--- src/rtl/muldiv_hilo_unit_if.sv ---
// muldiv_hilo_unit_if
// Decoder-side bundle for the HI/LO multiply unit.
//   master : the decoder/pipeline; drives the control word, operands, kill and
//            MTHI/MTLO writes, and observes busy/done/hi/lo.
//   slave  : the multiply unit itself.
// Signals:
//   start, op_signed, op_acc, src_a[31:0], src_b[31:0]  multiply launch
//   kill                                                exception flush
//   mthi_we, mtlo_we, mt_data[31:0]                     MTHI/MTLO writes
//   busy, done, hi[31:0], lo[31:0]                      status and HI/LO
interface muldiv_hilo_unit_if;
  logic        start;
  logic        op_signed;
  logic        op_acc;
  logic [31:0] src_a;
  logic [31:0] src_b;
  logic        kill;
  logic        mthi_we;
  logic        mtlo_we;
  logic [31:0] mt_data;
  logic        busy;
  logic        done;
  logic [31:0] hi;
  logic [31:0] lo;

  modport master (
    output start, op_signed, op_acc, src_a, src_b, kill,
           mthi_we, mtlo_we, mt_data,
    input  busy, done, hi, lo
  );

  modport slave (
    input  start, op_signed, op_acc, src_a, src_b, kill,
           mthi_we, mtlo_we, mt_data,
    output busy, done, hi, lo
  );
endinterface

--- src/rtl/muldiv_hilo_unit.sv ---
// muldiv_hilo_unit
// Iterative MULT/MULTU/MADD/MADDU engine that owns the architectural HI/LO
// registers and also services MTHI/MTLO. Multiplies operand magnitudes with
// STEP_BITS multiplier bits per cycle, then applies the sign and the optional
// accumulate in a single FINISH cycle.
// Ports:
//   clk      system clock, rising edge
//   reset_n  asynchronous active-low reset
//   bus      muldiv_hilo_unit_if.slave (control word, operands, kill,
//            MTHI/MTLO, busy, done, hi, lo)
// Parameters:
//   STEP_BITS  multiplier bits retired per cycle (1, 2 or 4); RUN lasts
//              32/STEP_BITS cycles
//
// state  | meaning
// IDLE   | waiting; accepts start or MTHI/MTLO
// RUN    | retiring STEP_BITS multiplier bits per cycle into the partial product
// FINISH | sign-correct, optionally accumulate, load HI/LO, pulse done
module muldiv_hilo_unit #(
  parameter int STEP_BITS = 2
) (
  input logic               clk,
  input logic               reset_n,
  muldiv_hilo_unit_if.slave bus
);

  localparam int N  = 32 / STEP_BITS;
  localparam int CW = $clog2(N);

  typedef enum logic [1:0] {S_IDLE, S_RUN, S_FINISH} state_t;

  state_t                 state_q, state_d;
  logic [31:0]            mcand_q, mplier_q;
  logic [63:0]            prod_q;
  logic [CW-1:0]          cnt_q;
  logic                   sign_q, acc_q, done_q;
  logic [31:0]            hi_q, lo_q;

  logic                   launch, mt_ok, fin_load, busy_c;
  logic                   last_step;
  logic [31:0]            a_mag, b_mag;
  logic [STEP_BITS-1:0]   digit;
  logic [5:0]             shamt;
  logic [63:0]            addend, prod_signed, result;

  // State register
  always_ff @(posedge clk or negedge reset_n) begin
    if (!reset_n) state_q <= S_IDLE;
    else          state_q <= state_d;
  end

  // Next-state logic
  always_comb begin
    state_d = state_q;
    case (state_q)
      S_IDLE:   if (bus.start && !bus.kill) state_d = S_RUN;
      S_RUN:    if (bus.kill)               state_d = S_IDLE;
                else if (last_step)         state_d = S_FINISH;
      S_FINISH: state_d = S_IDLE;
      default:  state_d = S_IDLE;
    endcase
  end

  // Output / control decode
  always_comb begin
    launch   = 1'b0;
    mt_ok    = 1'b0;
    fin_load = 1'b0;
    busy_c   = 1'b1;
    case (state_q)
      S_IDLE: begin
        busy_c = 1'b0;
        launch = bus.start && !bus.kill;
        // start takes priority over MTHI/MTLO; kill suppresses both
        mt_ok  = !bus.start && !bus.kill;
      end
      S_FINISH: fin_load = !bus.kill;
      default: ;
    endcase
  end

  // Magnitudes: -2^31 negates to itself, which read as unsigned is 2^31.
  assign a_mag = (bus.op_signed && bus.src_a[31]) ? (~bus.src_a + 32'd1) : bus.src_a;
  assign b_mag = (bus.op_signed && bus.src_b[31]) ? (~bus.src_b + 32'd1) : bus.src_b;

  assign last_step = (cnt_q == CW'(N - 1));
  assign digit     = mplier_q[STEP_BITS-1:0];
  assign shamt     = 6'(cnt_q) << $clog2(STEP_BITS);
  assign addend    = ({32'd0, mcand_q} * {{(64-STEP_BITS){1'b0}}, digit}) << shamt;

  assign prod_signed = sign_q ? (~prod_q + 64'd1) : prod_q;
  assign result      = acc_q ? ({hi_q, lo_q} + prod_signed) : prod_signed;

  always_ff @(posedge clk or negedge reset_n) begin
    if (!reset_n) begin
      mcand_q  <= '0;
      mplier_q <= '0;
      prod_q   <= '0;
      cnt_q    <= '0;
      sign_q   <= 1'b0;
      acc_q    <= 1'b0;
      done_q   <= 1'b0;
      hi_q     <= '0;
      lo_q     <= '0;
    end else begin
      done_q <= fin_load;

      if (launch) begin
        mcand_q  <= a_mag;
        mplier_q <= b_mag;
        sign_q   <= bus.op_signed & (bus.src_a[31] ^ bus.src_b[31]);
        acc_q    <= bus.op_acc;
        prod_q   <= '0;
        cnt_q    <= '0;
      end else if (state_q == S_RUN) begin
        prod_q   <= prod_q + addend;
        mplier_q <= mplier_q >> STEP_BITS;
        cnt_q    <= cnt_q + CW'(1);
      end

      if (fin_load) begin
        hi_q <= result[63:32];
        lo_q <= result[31:0];
      end else if (mt_ok) begin
        if (bus.mthi_we) hi_q <= bus.mt_data;
        if (bus.mtlo_we) lo_q <= bus.mt_data;
      end
    end
  end

  assign bus.busy = busy_c;
  assign bus.done = done_q;
  assign bus.hi   = hi_q;
  assign bus.lo   = lo_q;

endmodule

--- src/flat_wrapper.sv ---
// flat-port wrapper written by rule: the top's interface ports become plain ports
module muldiv_hilo_unit_flat 
#(
  parameter int STEP_BITS = 2
)
  (clk, reset_n, bus_start, bus_op_signed, bus_op_acc, bus_src_a, bus_src_b, bus_kill, bus_mthi_we, bus_mtlo_we, bus_mt_data, bus_busy, bus_done, bus_hi, bus_lo);
  muldiv_hilo_unit_if bus_i ();
  input logic clk;
  input logic reset_n;
  input wire logic [$bits(bus_i.start)-1:0] bus_start;
  input wire logic [$bits(bus_i.op_signed)-1:0] bus_op_signed;
  input wire logic [$bits(bus_i.op_acc)-1:0] bus_op_acc;
  input wire logic [$bits(bus_i.src_a)-1:0] bus_src_a;
  input wire logic [$bits(bus_i.src_b)-1:0] bus_src_b;
  input wire logic [$bits(bus_i.kill)-1:0] bus_kill;
  input wire logic [$bits(bus_i.mthi_we)-1:0] bus_mthi_we;
  input wire logic [$bits(bus_i.mtlo_we)-1:0] bus_mtlo_we;
  input wire logic [$bits(bus_i.mt_data)-1:0] bus_mt_data;
  output wire logic [$bits(bus_i.busy)-1:0] bus_busy;
  output wire logic [$bits(bus_i.done)-1:0] bus_done;
  output wire logic [$bits(bus_i.hi)-1:0] bus_hi;
  output wire logic [$bits(bus_i.lo)-1:0] bus_lo;
  assign bus_i.start = bus_start;
  assign bus_i.op_signed = bus_op_signed;
  assign bus_i.op_acc = bus_op_acc;
  assign bus_i.src_a = bus_src_a;
  assign bus_i.src_b = bus_src_b;
  assign bus_i.kill = bus_kill;
  assign bus_i.mthi_we = bus_mthi_we;
  assign bus_i.mtlo_we = bus_mtlo_we;
  assign bus_i.mt_data = bus_mt_data;
  assign bus_busy = bus_i.busy;
  assign bus_done = bus_i.done;
  assign bus_hi = bus_i.hi;
  assign bus_lo = bus_i.lo;
  muldiv_hilo_unit #(.STEP_BITS(STEP_BITS)) u_core (.clk(clk), .reset_n(reset_n), .bus(bus_i));
endmodule
--- config.mk ---
export PLATFORM = sky130hd
export DESIGN_NAME = muldiv_hilo_unit_flat
export DESIGN_NICKNAME = d
export VERILOG_FILES = /design/src/rtl/muldiv_hilo_unit_if.sv /design/src/rtl/muldiv_hilo_unit.sv /design/src/flat_wrapper.sv
export SDC_FILE = /design/constraint.sdc
export NUM_CORES = 1
export LEC_CHECK = 0
export BUFFER_PORTS_ARGS = -buffer_cell sky130_fd_sc_hd__buf_2
export CORE_MARGIN = 2
export CORE_UTILIZATION = 30
export DETAILED_ROUTE_END_ITERATION = 12
export PLACE_DENSITY = 0.47
export SLEW_MARGIN = 20
export SYNTH_ARGS = -nofsm -noshare
export SYNTH_HDL_FRONTEND = slang
export SYNTH_SLANG_ARGS = --single-unit
--- constraint.sdc ---
create_clock -name clk -period 8.15 [get_ports clk]
set_input_delay 1.2225 -clock clk [delete_from_list [all_inputs] [get_ports clk]]
set_output_delay 1.2225 -clock clk [all_outputs]
set_load 0.01 [all_outputs]
==> impl_metrics.env <==
export IMPL_drt_iter0_markers=1459
export IMPL_highest_layer="met4"
export IMPL_antenna_found_initial=1
export IMPL_dr_wl_met3_um=3100
export IMPL_slew_viol_final=0
export IMPL_fillCellCount=7846
export IMPL_syn_avg_cell_area_um2=7.42
export IMPL_grt_ovfl_total=0
export IMPL_ir_worst_vdd_mv=0.213
export IMPL_crit_required_ns=8.63
export IMPL_hold_viol=0
export IMPL_period_share=0.918
export IMPL_skew_ns=0.0467
export IMPL_yosysMostFrequentCell="nand2_1"
export IMPL_crit_type="register to register"
export IMPL_ys_flop_type="dfrtp_1"
export IMPL_multi_input_area_um2=16200
export IMPL_place_area_um2=23800
export IMPL_via_count=21800
export IMPL_cts_sinks=201
export IMPL_status="complete, no violations"
export IMPL_maxCapViolCount=0
export IMPL_grt_total_usage=0.207
export IMPL_totalWireLength_um=80800
export IMPL_drive_above_1_share=0.102
export IMPL_portBuffers=169
export IMPL_core_um2=73000
export IMPL_initial_utilization=0.303
export IMPL_die_w_um=275
export IMPL_cts_root_buf="clkbuf_16"
export IMPL_num_antenna_cells=0
export IMPL_cts_buffers=27
export IMPL_pwr_density_cell_nw_per_um2=361
export IMPL_ys_types=80
export IMPL_die_y_um=275
export IMPL_arrival_ns=7.96
export IMPL_drc=0
export IMPL_clk_latency_ns=0.61
export IMPL_cts_tree="done"
export IMPL_synth_edf_count=0
export IMPL_clkTransAtPathRegs_ns=0.06
export IMPL_endpoint_kind="register"
export IMPL_async_flop_share=1.00
export IMPL_startpoint_type="register"
export IMPL_grt_pass1_vias=20900
export IMPL_place_congestion=0.920
export IMPL_met1_length_um=38200
export IMPL_cts_buffer_depth=3
export IMPL_wl_per_cell_um=20.1
export IMPL_ys_seq_elements=201
export IMPL_dr_pass1_iters=5
export IMPL_ios=170
export IMPL_syn_instance_count=2979
export IMPL_path_max_fanout=21
export IMPL_maxSlewHeadroom=0.311
export IMPL_rows=99
export IMPL_fin_area_um2=24800
export IMPL_synth_largest_area_cell="dfrtp_1"
export IMPL_area_sequential_um2=5030
export IMPL_worst_pin_slew_ns=1.03
export IMPL_setup_tns_ns=0
export IMPL_nNetsFinal=3312
export IMPL_min_period_ns=7.48
export IMPL_htreeDepth=1
export IMPL_clock_fmax_mhz=134
export IMPL_vias_per_cell=5.42
export IMPL_area_growth_pct=12.1
export IMPL_min_path_type="register to register"
export IMPL_ys_warnings_count=0
export IMPL_synth_top_area_frac=0.228
export IMPL_synth_area_um2=22100
export IMPL_synthTopCellsByArea="dfrtp_1 23%, ha_1 9.5%, nand2_1 7.1%"
export IMPL_grt_pass1_wl_um=124000
export IMPL_dp_hpwl_um=63600
export IMPL_wl_met2_um=37100
export IMPL_grt_max_degree=111
export IMPL_dieArea_um2=75800
export IMPL_p_leak_nw=11.0
export IMPL_synthTopCellsByCount="418 x nand2_1, 281 x o21ai_0, 269 x a21oi_1"
export IMPL_ant_nets=0
export IMPL_ys_seq_area_frac=0.228
export IMPL_setup_viol=0
export IMPL_grt_setup_unrepaired="no"
export IMPL_synth_nets=3254
[report_power, final]
part,internal [mW],switching (mW)
Sequential,1.26,0.366
Clock,0.807,0.532
Combinational,2.29,3.68
Total,4.35,4.58
[flip-flops by register name (all words and copies together), names as in the netlist]
name / flops
u_core.mplier_q: 32
u_core.acc_q: 1
u_core.mcand_q: 32
u_core.bus.done: 1
u_core.bus.lo: 32
u_core.prod_q: 64
u_core.sign_q: 1
u_core.state_q: 2
u_core.cnt_q: 4
u_core.bus.hi: 32
[cell type report]
cell class,count,area share
clock inverters,21,0.0113
clock buffers,29,0.0280
well taps,959,0.0485
flip-flops and latches,201,0.203
multi-input cells,2539,0.655
inverters,70,0.0106
repair buffers,198,0.0437
[stage by stage]
step           hold WS, ns  total power [mW]  std cells  utilization  worst slack [ns]
6_report             0.492              8.93       4017        0.339             0.671
5_1_grt              0.532              9.69       4017        0.339             0.105
4_1_cts              0.504              8.92       4017        0.339             0.653
3_5_place_dp         0.490              7.53       3967        0.326             0.692
3_3_place_gp         0.477              7.53       3967        0.326             0.943
2_1_floorplan        0.456              5.92       2979            -              2.02
[kinds of logic (layout without fill, tap and decap cells)]
group           Yosys count  after routing  synth area share
simple gates           1022           1022             0.212
compound gates         1019           1019             0.287
xor+xnor                268            268             0.106
buf+inv                 239            318            0.0407
flops                   201            201             0.228
fa+ha+maj               171            171            0.0979
mux                      59             59            0.0293
[layout by cell type (no fill, tap or decap), drive strengths merged, types with 52 or more instances in the layout]
cell,n
nand3,52
buf,198
a31oi,66
o21ai,286
dfrtp,201
xnor2,168
xor2,100
and2,78
a21o,98
a21oi,269
nand2,418
inv,70
nor2,255
ha,168
[routing by layer]
| layer | vias up | GRT usage |
|---|---|---|
| met5 | - | 0 |
| met4 | 0 | 0.0600 |
| met3 | 86 | 0.0158 |
| met2 | 478 | 0.346 |
| met1 | 10300 | 0.284 |
| li1 | 10900 | - |
[worst max-delay path, stage by stage (launching register included)]
cell     delay (ns)
dfrtp_1        0.56
buf_4          0.28
and2_1         0.15
ha_1           0.20
a21o_1         0.19
a21oi_1        0.47
o211a_1        0.29
o31ai_1        0.18
a221o_1        0.41
a31oi_1        0.33
nor3_1         0.08
nor3_1         0.20
xnor2_1        0.24
mux2i_1        0.18
a21oi_1        0.32
o21ai_0        0.19
ha_1           0.48
nand4_1        0.21
nor2_1         0.18
nand2_1        0.11
or4_1          0.46
o21ai_0        0.51
a21oi_1        0.27
o31ai_1        0.41
a21o_1         0.21
a21o_1         0.12
a21oi_1        0.05
o21ai_0        0.13
[path summary, 6_finish.rpt]
check                                    from            endpoint  slack [ns]  cells past startpoint
max                        u_core.mplier_q[0]   u_core.prod_q[63]        0.67                     27
min                        u_core.mcand_q[13]  u_core.mcand_q[13]        0.49                      2
max reg2reg                u_core.mplier_q[0]   u_core.prod_q[63]        0.67                     27
min reg2reg                u_core.mcand_q[13]  u_core.mcand_q[13]        0.49                      2
max in group asynchronous             reset_n        u_core.acc_q        6.21                      2
min in group asynchronous             reset_n   u_core.bus.lo[14]        0.65                      1
[what timing repair did]
action | in CTS | in global routing
buffers inserted | 0 | 0
resized for setup | 0 | 1
endpoints found under the setup margin | 0 | 1
hold buffers | 0 | 0
Note: power is estimated with default switching activity, not from simulation.
